===== src/rtl/wb_pkg.sv =====
// Shared types for the writeback queue: register address/data widths, the
// buffered entry record and the drain state encoding.
package wb_pkg;

  localparam int REG_COUNT = 16;
  localparam int DIR_W     = $clog2(REG_COUNT);
  localparam int DATA_W    = 32;

  typedef struct packed {
    logic [DIR_W-1:0]  dir;
    logic [DATA_W-1:0] data;
  } wb_entry_t;

  typedef enum logic {
    WB_IDLE,
    WB_WRITE
  } wb_state_t;

endpackage


===== src/rtl/wb_fifo.sv =====
// Circular buffer of writeback entries: two pushes (slot 0 first) and one pop
// per cycle, with all entries exposed oldest-first for hazard matching.
module wb_fifo
  import wb_pkg::*;
#(
  parameter int DEPTH = 4
) (
  input  logic                   clk,
  input  logic                   rst,
  input  logic                   i_push0,
  input  wb_entry_t              i_push0Entry,
  input  logic                   i_push1,
  input  wb_entry_t              i_push1Entry,
  input  logic                   i_pop,
  output logic [$clog2(DEPTH):0] o_count,
  output logic [DEPTH-1:0]       o_valid,
  output wb_entry_t              o_entries [DEPTH]
);

  localparam int PW = $clog2(DEPTH);
  localparam int CW = PW + 1;

  logic [PW-1:0]    r_wrPtr;
  logic [PW-1:0]    r_rdPtr;
  logic [CW-1:0]    r_count;
  logic [DEPTH-1:0] r_valid;
  wb_entry_t        r_mem [DEPTH];

  logic             w_pop;
  logic [PW-1:0]    w_slot1;

  // Overflow is prevented upstream by the ready logic, so pushes are trusted.
  assign w_pop   = i_pop && (r_count != '0);
  assign w_slot1 = i_push0 ? r_wrPtr + PW'(1) : r_wrPtr;

  always_ff @(posedge clk or posedge rst) begin
    if (rst) begin
      r_wrPtr <= '0;
      r_rdPtr <= '0;
      r_count <= '0;
      r_valid <= '0;
    end else begin
      if (w_pop)   r_valid[r_rdPtr] <= 1'b0;
      if (i_push0) r_valid[r_wrPtr] <= 1'b1;
      if (i_push1) r_valid[w_slot1] <= 1'b1;
      r_wrPtr <= r_wrPtr + PW'(i_push0) + PW'(i_push1);
      r_rdPtr <= r_rdPtr + PW'(w_pop);
      r_count <= r_count + CW'(i_push0) + CW'(i_push1) - CW'(w_pop);
    end
  end

  always_ff @(posedge clk) begin
    if (i_push0) r_mem[r_wrPtr] <= i_push0Entry;
    if (i_push1) r_mem[w_slot1] <= i_push1Entry;
  end

  // Rotate so index 0 is the head; higher indices are younger entries.
  always_comb begin
    for (int i = 0; i < DEPTH; i++) begin
      o_valid[i]   = r_valid[r_rdPtr + PW'(i)];
      o_entries[i] = r_mem[r_rdPtr + PW'(i)];
    end
  end

  assign o_count = r_count;

endmodule


===== src/rtl/writeback_queue.sv =====
// Writeback queue in front of the 16x32 register memory with RAW scoreboard.
// Optional forwarding of the youngest pending value: WRITEBACK_QUEUE_FWD_EN.
module writeback_queue #(
  parameter int DEPTH  = 4,
  parameter int DIR_W  = wb_pkg::DIR_W,
  parameter int DATA_W = wb_pkg::DATA_W
) (
  input  logic                   clk,
  input  logic                   rst,
  input  logic                   alu_valid,
  input  logic [DIR_W-1:0]       alu_dir,
  input  logic [DATA_W-1:0]      alu_data,
  output logic                   alu_ready,
  input  logic                   mem_valid,
  input  logic [DIR_W-1:0]       mem_dir,
  input  logic [DATA_W-1:0]      mem_data,
  output logic                   mem_ready,
  input  logic                   wr_stall,
  output logic [DIR_W-1:0]       wr_dir,
  output logic [DATA_W-1:0]      wr_data,
  output logic                   reg_we_n,
  input  logic [DIR_W-1:0]       chk_dir,
  output logic                   chk_hit,
  output logic                   fwd_valid,
  output logic [DATA_W-1:0]      fwd_data,
  output logic [$clog2(DEPTH):0] count,
  output logic                   full,
  output logic                   empty
);

  localparam int            CW      = $clog2(DEPTH) + 1;
  localparam logic [CW:0]   DEPTH_C = (CW+1)'(DEPTH);
  localparam logic [CW-1:0] FULL_C  = CW'(DEPTH);

  wb_pkg::wb_entry_t w_memEntry;
  wb_pkg::wb_entry_t w_aluEntry;
  wb_pkg::wb_entry_t w_entries [DEPTH];
  logic [DEPTH-1:0]  w_valid;
  logic [CW-1:0]     w_count;
  logic              w_memPush;
  logic              w_aluPush;
  logic              w_pop;
  logic              w_hit;

  wb_pkg::wb_state_t r_state;
  logic [DIR_W-1:0]  r_wrDir;
  logic [DATA_W-1:0] r_wrData;
  logic              r_weN;

  // Ready looks only at registered count, so a same-cycle drain is not credited.
  assign mem_ready = {1'b0, w_count} < DEPTH_C;
  assign alu_ready = ({1'b0, w_count} + (CW+1)'(mem_valid)) < DEPTH_C;
  assign w_memPush = mem_valid && mem_ready;
  assign w_aluPush = alu_valid && alu_ready;
  assign w_pop     = (w_count != '0) && !wr_stall;

  assign w_memEntry.dir  = mem_dir;
  assign w_memEntry.data = mem_data;
  assign w_aluEntry.dir  = alu_dir;
  assign w_aluEntry.data = alu_data;

  wb_fifo #(
    .DEPTH (DEPTH)
  ) u_fifo (
    .clk          (clk),
    .rst          (rst),
    .i_push0      (w_memPush),
    .i_push0Entry (w_memEntry),
    .i_push1      (w_aluPush),
    .i_push1Entry (w_aluEntry),
    .i_pop        (w_pop),
    .o_count      (w_count),
    .o_valid      (w_valid),
    .o_entries    (w_entries)
  );

  always_ff @(posedge clk or posedge rst) begin
    if (rst) begin
      r_state  <= wb_pkg::WB_IDLE;
      r_wrDir  <= '0;
      r_wrData <= '0;
      r_weN    <= 1'b1;
    end else if (w_pop) begin
      r_state  <= wb_pkg::WB_WRITE;
      r_wrDir  <= w_entries[0].dir;
      r_wrData <= w_entries[0].data;
      r_weN    <= 1'b0;
    end else begin
      r_state  <= wb_pkg::WB_IDLE;
      r_weN    <= 1'b1;
    end
  end

  assign wr_dir   = r_wrDir;
  assign wr_data  = r_wrData;
  assign reg_we_n = r_weN;

  always_comb begin
    w_hit = (r_state == wb_pkg::WB_WRITE) && (r_wrDir == chk_dir);
    for (int i = 0; i < DEPTH; i++) begin
      if (w_valid[i] && (w_entries[i].dir == chk_dir)) w_hit = 1'b1;
    end
  end

  assign chk_hit = w_hit;

`ifdef WRITEBACK_QUEUE_FWD_EN
  // Walk oldest to youngest so the youngest match overrides everything older.
  always_comb begin
    fwd_data = '0;
    if ((r_state == wb_pkg::WB_WRITE) && (r_wrDir == chk_dir)) fwd_data = r_wrData;
    for (int i = 0; i < DEPTH; i++) begin
      if (w_valid[i] && (w_entries[i].dir == chk_dir)) fwd_data = w_entries[i].data;
    end
  end
  assign fwd_valid = w_hit;
`else
  assign fwd_valid = 1'b0;
  assign fwd_data  = '0;
`endif

  assign count = w_count;
  assign full  = (w_count == FULL_C);
  assign empty = (w_count == '0);

endmodule


===== config.mk =====
export PLATFORM = sky130hd
export DESIGN_NAME = writeback_queue
export DESIGN_NICKNAME = d
export VERILOG_FILES = /design/src/rtl/wb_pkg.sv /design/src/rtl/wb_fifo.sv /design/src/rtl/writeback_queue.sv
export SDC_FILE = /design/constraint.sdc
export NUM_CORES = 1
export LEC_CHECK = 0
export CAP_MARGIN = 20
export CORE_ASPECT_RATIO = 1.2
export CORE_MARGIN = 1
export CORE_UTILIZATION = 59
export CTS_CLUSTER_SIZE = 10
export DETAILED_ROUTE_END_ITERATION = 8
export GPL_TIMING_DRIVEN = 1
export HOLD_SLACK_MARGIN = 0.06
export PLACE_DENSITY = 0.87
export SETUP_SLACK_MARGIN = 0.3
export SLEW_MARGIN = 40
export SYNTH_ARGS = -nofsm -noshare
export SYNTH_HDL_FRONTEND = slang
export SYNTH_SLANG_ARGS = --single-unit

===== constraint.sdc =====
create_clock -name clk -period 7.65 [get_ports clk]
set_input_delay 1.53 -clock clk [delete_from_list [all_inputs] [get_ports clk]]
set_output_delay 1.53 -clock clk [all_outputs]
set_load 0.01 [all_outputs]

### After elaboration in Yosys (flattened, before gate mapping)

Memory sizes are Yosys's and may differ from the RTL's.
Cells that the tools add are included.

* memories: 1
* input bits: 81
* RAM bits: 144
* output and inout bits: 78
* logic and storage cells: 84
* bits in latches: 0
* register bits after elaboration: 49
* bits in read-only memories: 0

Memory list
* u_fifo.r_mem: words 4, width 36, read ports 4, clocked after Yosys merged registers in 0, write ports 2, RTL line wb_fifo.sv:27 `wb_entry_t r_mem [DEPTH];`

* magnitude comparators: 11
* equal/unequal tests: 6
* bitwise gates (word level): 4
* reduce and logical (&&, ||, !) cells: 15
* div/mod/pow operators: 0
* shift-type cells: 0
* multipliers: 0
* multiplexer cells: 28
* add/sub/neg operators: 11

Operators by type and width (count)
* == test 4 bit: 5
* less-than comparator 2 x 3 -> 1 bit (second input constant): 6
* two-way mux 1 bit: 17
* logical AND 1 bit: 12
* two-way mux 4 bit: 3
* binary-select mux 1 bit (select 2 bit): 4
* bitwise OR 4 bit: 2
* adder 2 x 1 -> 2 bit: 3
* adder 3 x 1 -> 3 bit: 2
* demux 1 bit (select 2 bit): 3
* >= comparator 2 x 1 -> 1 bit (second input constant): 3
* adder 2 x 1 -> 2 bit (second input constant): 2
* adder 2 bit (second input constant): 2
* adder 3 x 1 -> 4 bit: 1
* AND 4 bit: 1
* less-than comparator 4 x 3 -> 1 bit (second input constant): 1
* NOT 4 bit: 1
* == test 3 bit (second input constant): 1
* logical NOT 3 bit: 1
* less-than comparator 3 bit (second input constant): 1
* nonzero test 3 bit: 1
* subtractor 3 x 1 -> 3 bit: 1
* two-way mux 2 bit: 1
* logical NOT 1 bit: 1

### Longest topological paths before layout

Gate-level depths: netlist of the first run.

* depth in word-level cells: 11
* mapped depth: 11
* mapped depth without buffers: 8

### Cells and area by module

A second synthesis of the first run with hierarchy kept.

* cell total of the unflattened synthesis: 709
* area total of the unflattened synthesis: 12371.9 µm²

Modules (own cells, without submodules)
* wb_fifo: instances 1, cells an instance 553, area an instance 10341.2 µm²
* writeback_queue: instances 1, cells an instance 156, area an instance 2030.7 µm²

### Worst setup path before layout of the first run

Ideal clock, no wire load.

* path type: flip-flop to output port
* start point: register u_fifo.r_rdPtr[1]
* end point: output port chk_hit
* stages on the path, launching flop included: 12
* setup slack: 3242 ps
* buffers on the path: 4
* arrival: 2878 ps
* cell sequence: dfrtp_1 -> buf_2 -> buf_2 -> buf_1 -> inv_1 -> ha_1 -> buf_2 -> mux4_2 -> xor2_1 -> nor4_1 -> a21oi_1 -> nand4_1

* cells in the longest elaborated chain, start to end: 7
* elaborated cells between the ends (all ways): 24
* those cells by class: add/sub: 3; eq/ne: 4; mux: 12; reduce/logical: 4; memory: 1

Ends and longest elaborated chain
* start, declared: RTL line wb_fifo.sv:24 `logic [PW-1:0] r_rdPtr;`
* start signal, assigned: RTL line wb_fifo.sv:47 `r_rdPtr <= r_rdPtr + PW'(w_pop);`
* adder 2 x 1 -> 2 bit, or another cell as far along: RTL line wb_fifo.sv:60, wb_fifo.sv:61
* memory read (4 x 36 bit), or another cell as far along
* == test 4 bit, or another cell as far along: RTL line writeback_queue.sv:101 `if (w_valid[i] && (w_entries[i].dir == chk_dir)) w_hit = 1'b1;`
* logical AND 1 bit / two-way mux 1 bit (equally long branches): RTL line writeback_queue.sv:101
* two-way mux 1 bit (2 in series): RTL line writeback_queue.sv:101
* two-way mux 1 bit (*): RTL line writeback_queue.sv:101
* end, declared: RTL line writeback_queue.sv:23 `output logic chk_hit,`

Every way passes the cells marked *; elsewhere a longest branch is shown, timed or not. The select of a mux whose other input is x is not followed.

### Worst setup path in the final report of the first run

Ends and elaborated chain as after synthesis.

==> flow_summary.toml, run 1 <==
[drt]
num_vias = 5675
drc = 0
vias_per_cell = 6.04
firstDrtPassIters = 5
wirelength_um = 20700
wl_per_cell_um = 22.1
final_antenna_net_count = 0
initialDrtViolationCount = 303

[grt]
grt_max_degree = 50
grt_pass1_vias = 6000
grt_usage_pct = 25.3
antenna_found_initial = 0
grt-ovfl-total = 0
grt_pass1_wl_um = 32700

[place]
gp_congestion = 0.831
post-dp-hpwl_um = 12800
port_buffers = 125
pre_cts_slack_ps = 2680

[clock_tree]
cts-htree-levels = 4
cts_made_buffers = 17
clock_latency_ps = 440
cts_root_buf = "clkbuf_16"
cts_sinks = 193
path_clk_slew_ps = 70
cts_hold_buf = 0
post_cts_buffers = 0
cts.path.max_buffers = 2
cts-resized-gates = 0
cts_tree = "built"

[sta]
slew_headroom_pct = 50.1
report.final.slew_viol_count = 0
hold_slack_ps = 507
finalHoldViolCount = 0
rsz0062_at_grt = "no"
final.setup.worst_slack_ps = 2230
finalSetupViolations = 0
fin_crit_sh_pct = 70.9
tightest_slew_ps = 748
max_freq_mhz = 184
layout_min_cycle_time_ps = 5420
fin_skew_ps = 8.75
tns_ps = 0

[floorplan]
die-height_um = 146
rows = 52
dieArea_um2 = 17700
initial_core_util_pct = 60.1
core-area_um2 = 16900
io_pins = 159
die_w_um = 122

[synth]
avgSynthCellArea_um2 = 17.0
yosysSeqAreaShare_pct = 54.8
syn_area_um2 = 10100
synth-seq-cells = 193
synthFlopType = "edfxtp_1"
synth_edf_count = 144
ys_types = 33
async_reset_ff_share_pct = 25.4
ys.warnings.count = 0
syn_inst = 596

[power_and_ir_drop]
p_total_w = 0.00454
p_per_area_nw_per_um2 = 379
p_leak_nw = 4.47
max-vdd-ir-drop_mv = 0.176

[final_layout]
antenna_cells = 0
syn_to_final_growth_pct = 18.2
final_util_pct = 71.0
final_cell_mix = "edfxtp_1, mux2_2, clkdlybuf4s50_1"
drive_gt1_share_pct = 38.8
mostFrequentLayoutCell = "edfxtp_1"
nets = 806

[setup_path]
r2r-start = "u_fifo.r_wrPtr[0]"
critical_path.startpoint_type = "flip-flop"
r2r_slack_ps = 4750
crit_type = "reg2out"
worst-r2r-cell-count = 6
reg2reg_to = "u_fifo.r_mem[1][22]"
worst_setup_path_end_kind = "output pin"
cp.required_ps = 6120
arrival_ps = 3890
crit_path_max_fanout = 46

[min_path]
hold_end = "wr_data[27]"
worst_hold_startpoint = "wr_data[27]"
hold_class = "reg2reg"
holdPathStages = 1

[run]
drv_cap = 0

[run_status]
status = "completed"
[layer usage]
layer	share of wire [%]	wire length, um	track usage (%)	vias to the layer above
met4	2.1	439	9.81	0
met3	5.5	1130	5.60	37
met2	56	11500	44.6	234
met1	37	7610	29.7	2940
met5	0	0	0	-
li1	-	-	-	2464
[layout make-up]
class,count,area (um^2)
flip-flops and latches,193,5560
fillers,1030,4880
multi-input cells,354,4240
repair buffers,133,1320
clock buffers,20,457
well taps,216,270
clock inverters,12,82.6
inverters,12,45.0
[worst max-delay path by stage]
stage,startpoint,to,slack [ps],cells past startpoint
5_1_grt,u_fifo.r_rdPtr[1],chk_hit,1980,9
4_1_cts,u_fifo.r_rdPtr[1],chk_hit,2190,9
2_1_floorplan,u_fifo.r_rdPtr[1],chk_hit,3240,11
3_3_place_gp,u_fifo.r_rdPtr[0],chk_hit,2450,8
3_5_place_dp,u_fifo.r_rdPtr[1],chk_hit,2680,9
6_report,u_fifo.r_rdPtr[1],chk_hit,2230,9
[cells in the mapped netlist, drive strengths merged (4+ instances only)]
cell / count / share of area [%]
a21oi: 4 / 0.23
buf: 63 / 4.6
clkbuf: 6 / 0.22
dfrtp: 48 / 12
edfxtp: 144 / 43
ha: 11 / 1.4
inv: 12 / 0.44
mux2: 180 / 22
mux4: 52 / 12
nand2: 15 / 0.56
nand3: 10 / 0.49
nor3: 9 / 0.44
xnor2: 5 / 0.43
xor2: 18 / 1.6
[metrics by stage]
stage | instance area, um^2 | cells
final | 12000 | 940
after detailed placement | 11400 | 908
after floorplan | 10200 | 628
after global placement | 11400 | 907
after CTS | 12000 | 940
after global routing | 12000 | 940
[flip-flops by register name, summed over array words and instances (netlist names)]
signal          count
r_state             1
reg_we_n            1
u_fifo.o_count      3
u_fifo.r_mem      144
u_fifo.r_rdPtr      2
u_fifo.r_valid      4
u_fifo.r_wrPtr      2
wr_data            32
wr_dir              4
[critical path: stages, from the launching register on]
cell and delay (ps):
dfrtp_2 340, buf_4 560, inv_1 140, ha_1 630
mux4_2 570, xor2_1 160, nor4_1 300, a21oi_1 110
nand4_1 100, clkdlybuf4s50_1 540
[power by group]
part	internal (W)	leakage, nW	switching [W]
registers	0.00158	1.89	0.000211
clock network	0.000434	0.268	0.000389
logic	0.00106	2.31	0.000868
total	0.00307	4.47	0.00147
[cell families after synthesis]
logic type	count (synthesis)	share of synthesized area, %
buffers and inverters	81	5.25
adders and majority gates	14	1.95
other	1	0.0370
muxes	232	33.3
AOI/OAI and AO/OA	10	0.717
xor gates and xnor gates	23	1.99
DFF	193	54.8
and+or+nand+nor	42	1.94
Note: power is estimated with default switching activity, not from simulation.
==> inputs of run 2 (changes only) <==
CORE_UTILIZATION = 49   (was 59)
PLACE_DENSITY = 0.77   (was 0.87)
clock period = 4.8 ns   (was 7.65 ns; I/O delays follow)
==> run 2 against run 1 <==
  * First-iteration DRC count grew 17%
  * Combinational power grew 66%
  * Non-clock buffer count grew 10
  * Sequential share of layout area shrank 0.75 points
  * Final cell count grew 6.5%
  * Sequential cell count is the same
  * Clock-buffer cell count shrank 3
  * Power grew 63%
  * Via count shrank 1.6%
  * Worst setup slack lost 1700 ps
  * Critical path type unchanged
  * Largest cell class unchanged
  * Highest routed layer unchanged
==> flow_summary.toml, run 2 (synthesized netlist as in run 1, its figures left out) <==
[grt]
grt_usage_pct = 21.3
grt_pass1_vias = 6146
grt_pass1_wl_um = 33800
antenna_found_initial = 3
grt-ovfl-total = 0
grt_max_degree = 56

[min_path]
worst_hold_startpoint = "wr_data[25]"
hold_class = "reg2reg"

[drt]
initialDrtViolationCount = 353
wl_per_cell_um = 21.2
firstDrtPassIters = 4
final_antenna_net_count = 0
drc = 0
vias_per_cell = 5.58
num_vias = 5583
wirelength_um = 21200

[final_layout]
multi_input_area_um2 = 4220
largest_register_ff_count = 144
final_cell_mix = "edfxtp_1, mux2_2, clkdlybuf4s50_1"
mostFrequentLayoutCell = "edfxtp_1"
finalNonFillerCells = 1001
n_fill_cell = 1499
syn_to_final_growth_pct = 20.2
top_register = "u_fifo.r_mem"
nets = 816
register_area_um2 = 5560
drive_gt1_share_pct = 39.1

[clock_tree]
cts-resized-gates = 0
cts-htree-levels = 4
cts.path.max_buffers = 2
cts_hold_buf = 0
cts_sinks = 193
cts_root_buf = "clkbuf_16"
cts_tree = "built"
cts_made_buffers = 17
post_cts_buffers = 0
path_clk_slew_ps = 70
clock_latency_ps = 430

[place]
dpl.cell_count = 967
port_buffers = 125
post-dp-hpwl_um = 13600
gp_congestion = 0.802

[sta]
finalHoldViolCount = 0
tns_ps = 0
report.final.slew_viol_count = 0
slew_headroom_pct = 51.8
finalSetupViolations = 0
fin_crit_sh_pct = 88.4
max_freq_mhz = 236
fin_skew_ps = 14.6
layout_min_cycle_time_ps = 4240
tightest_slew_ps = 722
rsz0062_at_grt = "no"

[floorplan]
initial_core_util_pct = 50.0
die_w_um = 133
dieArea_um2 = 21200
rows = 57
io_pins = 159
die-height_um = 159
core-area_um2 = 20300

[run_status]
status = "completed"

[power_and_ir_drop]
p_per_area_nw_per_um2 = 609
max-vdd-ir-drop_mv = 0.370
p_leak_nw = 4.53

[setup_path]
r2r-start = "u_fifo.r_wrPtr[0]"
cp.required_ps = 3840
r2r_slack_ps = 1890
crit_type = "reg2out"
worst_setup_path_end_kind = "output pin"
startpoint = "u_fifo.r_rdPtr[0]"
critical_path.startpoint_type = "flip-flop"
crit_path_max_fanout = 10
arrival_ps = 3280

[run]
drv_cap = 0
==> run 2: per-layer routing <==
| layer | vias up | wire [um] | GRT usage, % |
|---|---|---|---|
| met1 | 2856 | 8380 | 25.5 |
| met5 | - | 0 | 0 |
| met3 | 34 | 1040 | 4.01 |
| met2 | 201 | 11300 | 37.6 |
| met4 | 0 | 539 | 9.14 |
| li1 | 2492 | - | - |
==> run 2: stage by stage <==
step	area [um^2]	power, W	hold slack [ps]	setup WS, ps	util, %
after floorplan	10200	0.00494	502	962	-
after global placement	11500	0.00590	489	853	56.9
after detailed placement	11600	0.00604	494	1010	57.1
after CTS	12200	0.00748	510	534	60.0
after global routing	12200	0.00779	532	421	60.1
final	12200	0.00741	508	558	60.1
==> run 2: where the power goes <==
group          switching [W]  internal (W)
clock               0.000620      0.000814
sequential          0.000284       0.00251
combinational        0.00146       0.00172
==> run 2: worst paths after layout <==
check                           cells past startpoint                   to
worst min register to register                      1          wr_data[25]
min in group asynchronous                           2          wr_data[25]
worst min-delay path                                1          wr_data[25]
worst max register to register                      7  u_fifo.r_mem[0][20]
worst max-delay path                                8              chk_hit
max in group asynchronous                           3    u_fifo.r_rdPtr[0]
==> run 2: final cells by class <==
class	count	share of cell area, %
sequential	193	45.7
multi-input combinational	354	34.7
timing repair buffer	143	11.7
clock buffer	17	3.50
tap	265	2.73
clock inverter	15	1.36
inverter	12	0.370
antenna	2	0.0411
==> run 2: critical path, cell delays in order, from the launching register on <==
cell	delay (ps)
dfrtp_4	410
inv_1	60
ha_1	610
mux4_2	580
xor2_1	160
nor4_1	290
a21oi_1	100
nand4_1	110
clkdlybuf4s50_1	540
==> variant 1: new RTL, flow settings as in run 1 <==
`DEPTH` is set to 4 in 2 places; all go to 2.
--- a/src/rtl/wb_fifo.sv
+++ b/src/rtl/wb_fifo.sv
@@ -5,3 +5,3 @@
 #(
-  parameter int DEPTH = 4
+  parameter int DEPTH = 2
 ) (
--- a/src/rtl/writeback_queue.sv
+++ b/src/rtl/writeback_queue.sv
@@ -3,3 +3,3 @@
 module writeback_queue #(
-  parameter int DEPTH  = 4,
+  parameter int DEPTH  = 2,
   parameter int DIR_W  = wb_pkg::DIR_W,
Ports: changed (resized count); port bits go from 159 to 158. No check against the original RTL was run, so the function may have changed too.
==> variant 1 against run 1 <==
Synthesized area is 44% lower. Design area fell by 38%. Largest power group is now sequential cells. Clock skew is 0.0011 ns lower. Wire length fell by 42%. Total power decreased by 38%. Final cell count is 29% lower. Fmax rose by 7.4%. Worst setup slack improved by 0.37 ns. Global-route usage up 0.088 points. Sequential cell count decreased by 77.
==> variant 1: results <==
group,metric,value,unit
outcome,run_status,"finished clean",
grt,wire_length_of_the_first_global_routing_pass,18.8,mm
grt,vias_in_the_first_global_route,3714,
placement,gpl.final_weighted_congestion,0.814,
power,cellLeakagePower,3.06,nW
synthesis,synth.yosys.seq_area_share,0.573,
critical_path,cp_slowest_stage_delay,0.57,ns
synthesis,synth_common_cells,"edfxtp_1, dfrtp_1, mux2_2",
final_layout,final_net_count,617,
placement,port_buffers,124,
placement,hpwlAfterDp,7.50,mm
critical_path,worst_r2r_endpoint,"u_fifo.r_mem[1][8]",
timing,clock-skew-final,0.00764,ns
drt,routed_via_density,5.34,
drt,drtPass1Iterations,6,
floorplan,floorplan.initialDensity,0.617,
clocking,cts.reportedPaths.clkPinSlew,0.05,ns
min_path,hold_depth,2,
drt,initialDrtViolationCount,180,
placement,preCtsSetupSlack,2.66,ns
critical_path,origin_of_the_critical_flop_to_flop_path,"u_fifo.o_count[1]",
critical_path,critical_path.max_fanout,4,
critical_path,cp_data_arrival_time,3.52,ns
critical_path,reg2reg_depth,7,
clocking,clock_tree.root_cell,"clkbuf_8",
drt,routedWlPerCell,18.0,µm
synthesis,synth.lib_cells_used.distinct,34,
synthesis,synth.yosys.warnings,0,
final_layout,drive_above_1_share,0.202,
critical_path,crit_path_max_delay_cell_type,"clkdlybuf4s50_1",
synthesis,synth_enable_flop_cells,72,
grt,global_route.usage.total,0.254,
grt,grt_max_degree,78,
power,power.share.switching,0.316,
synthesis,async_flop_share,0.379,
min_path,worstHoldEndpoint,"wr_data[25]",
timing,timing.max_slew.rel_slack,0.497,
clocking,post_cts_resize_count,0,
-- variant 1: cell types whose count changed in the layout (fill, tap and decap cells not counted), moves of 10 or more --
cell,change
nand2_1,+27
xor2_1,-14
ha_1,-10
edfxtp_1,-72
mux4_2,-52
o21ai_0,+34
mux2i_1,+39
mux2_2,-83
mux2_4,-17
-- variant 1: layer usage --
metal  vias up  share of wire  GRT usage
met3        21          0.041     0.0505
met5         -              0          0
met1      1761           0.38      0.281
li1       1643              -          -
met2       124           0.56      0.465
met4         0          0.023      0.132
-- variant 1: logic make-up (layout without fill, tap and decap cells) --
group,after synthesis,after routing,synth area share
DFF,116,116,0.573
muxes,111,111,0.230
buffers and inverters,62,169,0.0754
and+or+nand+nor,51,51,0.0378
AOI/OAI and AO/OA,44,44,0.0437
xor gates and xnor gates,17,17,0.0262
adders and majority gates,4,4,0.0127
other,1,33,0.000659
-- variant 1: power groups by stage --
| stage | combinational, mW | clock (mW) | sequential (mW) |
|---|---|---|---|
| final | 1.04 | 0.716 | 1.08 |
| after detailed placement | 1.03 | 0 | 1.09 |
| after global placement | 0.988 | 0 | 1.07 |
| after CTS | 1.05 | 0.724 | 1.08 |
| after global routing | 1.12 | 0.755 | 1.11 |
| after floorplan | 0.605 | 0 | 1.11 |
-- variant 1: worst max path at each step --
stage                     startpoint      end  slack [ns]
after floorplan           chk_dir[3]  chk_hit        3.80
after detailed placement  chk_dir[3]  chk_hit        2.66
after global placement    chk_dir[3]  chk_hit        2.68
after global routing      chk_dir[3]  chk_hit        2.49
after CTS                 chk_dir[3]  chk_hit        2.61
final                     chk_dir[3]  chk_hit        2.60
-- variant 1: layout make-up --
type                    instances  area (µm²)
flip-flops and latches        116        3270
multi-input cells             260        2130
fillers                       537        1830
repair buffers                129        1280
clock buffers                  27         492
well taps                     120         150
clock inverters                 5        48.8
inverters                       8        32.5
-- variant 1: per-stage QoR --
step	total power, mW	instance area (µm²)	hold slack (ns)	cells
floorplan	1.71	5810	0.491	438
global placement	2.06	6840	0.460	633
detailed placement	2.12	6850	0.469	633
CTS	2.86	7390	0.486	665
global route	2.98	7390	0.508	665
finish	2.84	7390	0.482	665
-- variant 1: worst max-delay path, delay by kind of cell --
family                    cells  cell delay, ns
AOI/OAI and AO/OA             2            0.66
xor gates and xnor gates      1            0.15
buffers and inverters         2            1.10
and+or+nand+nor               1            0.09
==> variant 2: new RTL, settings of run 1 <==
Made on the original files. Put a register stage on the output `count`, with the module's reset. The value now appears one clock later. The other outputs are not delayed to match. Comments in the files are not updated.
--- a/src/rtl/writeback_queue.sv
+++ b/src/rtl/writeback_queue.sv
@@ -121,3 +121,9 @@
 
-  assign count = w_count;
+  always_ff @(posedge clk or posedge rst) begin
+    if (rst) begin
+      count <= '0;
+    end else begin
+      count <= w_count;
+    end
+  end
   assign full  = (w_count == FULL_C);
Check against the original RTL: not equivalent (Yosys sat finds a counterexample within 4 cycles, from zero or initial values and one cycle with rst high).
==> variant 2 against run 1 <==
Synthesized area is 0.74% higher. Fmax is 0.25% higher. Critical endpoint unchanged. Sequential cell count is 3 higher. Wire length is 0.32% higher. Worst setup slack better by 0.014 ns. Design area is 1.0% higher. Total power is 2.2% higher. Critical path type unchanged. Sequential power is 6% higher. Highest routed layer unchanged. Largest power group is now sequential cells.
==> variant 2: results <==
group,metric,value,unit
outcome,run_status,"finished clean",
drt,routed_via_density,6.03,
power,switchingPower,1.49,mW
final_layout,fillCellCount,1054,
final_layout,drive_above_1_share,0.385,
power,p_comb,1.86,mW
synthesis,netlist_instances,599,
timing,tightest_slew,0.798,ns
grt,global_route.usage.total,0.248,
final_layout,final_net_count,807,
floorplan,floorplan.die.width,122,µm
synthesis,synth_common_cells,"edfxtp_1, mux2_2, mux4_2",
grt,vias_in_the_first_global_route,6028,
drt,initialDrtViolationCount,449,
critical_path,cp_slowest_stage_delay,0.90,ns
placement,hpwlAfterDp,13.1,mm
final_layout,sequential_cell_area_share,0.466,
drt,total_vias_in_the_final_route,5676,
critical_path,cp_top_family,"flip-flops",
power,cellLeakagePower,4.51,nW
final_layout,nClkBuffers,19,
drt,routedWlPerCell,22.1,µm
synthesis,synthMuxAreaShare,0.330,
final_layout,buffer_area_frac,0.108,
grt,grt.met3_usage,0.0441,
grt,wire_length_of_the_first_global_routing_pass,32.5,mm
synthesis,synth.yosys.seq_area_share,0.552,
synthesis,post_synth_fa_ha_maj_area_fraction,0.0194,
power,ir_worst_vdd,0.200,mV
final_layout,multi_input_area,4240,µm²
timing,clock-skew-final,0.00855,ns
final_layout,area_share_clock_buf_inv,0.0488,
final_layout,nonClockBufferCount,131,
grt,grt_max_degree,53,
placement,placed_area,11500,µm²
critical_path,cp_data_arrival_time,3.88,ns
[variant 2: cell types whose count changed in the layout (fill, tap and decap cells not counted), sizes merged]
cell / before / now
inv: 15 / 16
buf: 8 / 6
dfrtp: 48 / 51
clkinvlp: 2 / 3
bufinv: 0 / 2
clkbuf: 20 / 19
clkinv: 7 / 4
[variant 2: path summary, 6_finish.rpt]
path                       slack [ns]              start                   to
setup / recovery                 2.24  u_fifo.r_rdPtr[1]              chk_hit
max in group asynchronous        5.48                rst    u_fifo.r_rdPtr[0]
hold reg to reg                  0.51        wr_data[15]          wr_data[15]
hold / removal                   0.51        wr_data[15]          wr_data[15]
min in group asynchronous        1.63                rst    u_fifo.o_count[1]
setup reg to reg                 4.47  u_fifo.r_wrPtr[0]  u_fifo.r_mem[0][22]
[variant 2: routing by layer]
metal / part of all wire / routed length (µm)
met2: 0.56 / 11500
met5: 0 / 0
met4: 0.019 / 398
met1: 0.38 / 7850
met3: 0.048 / 1000
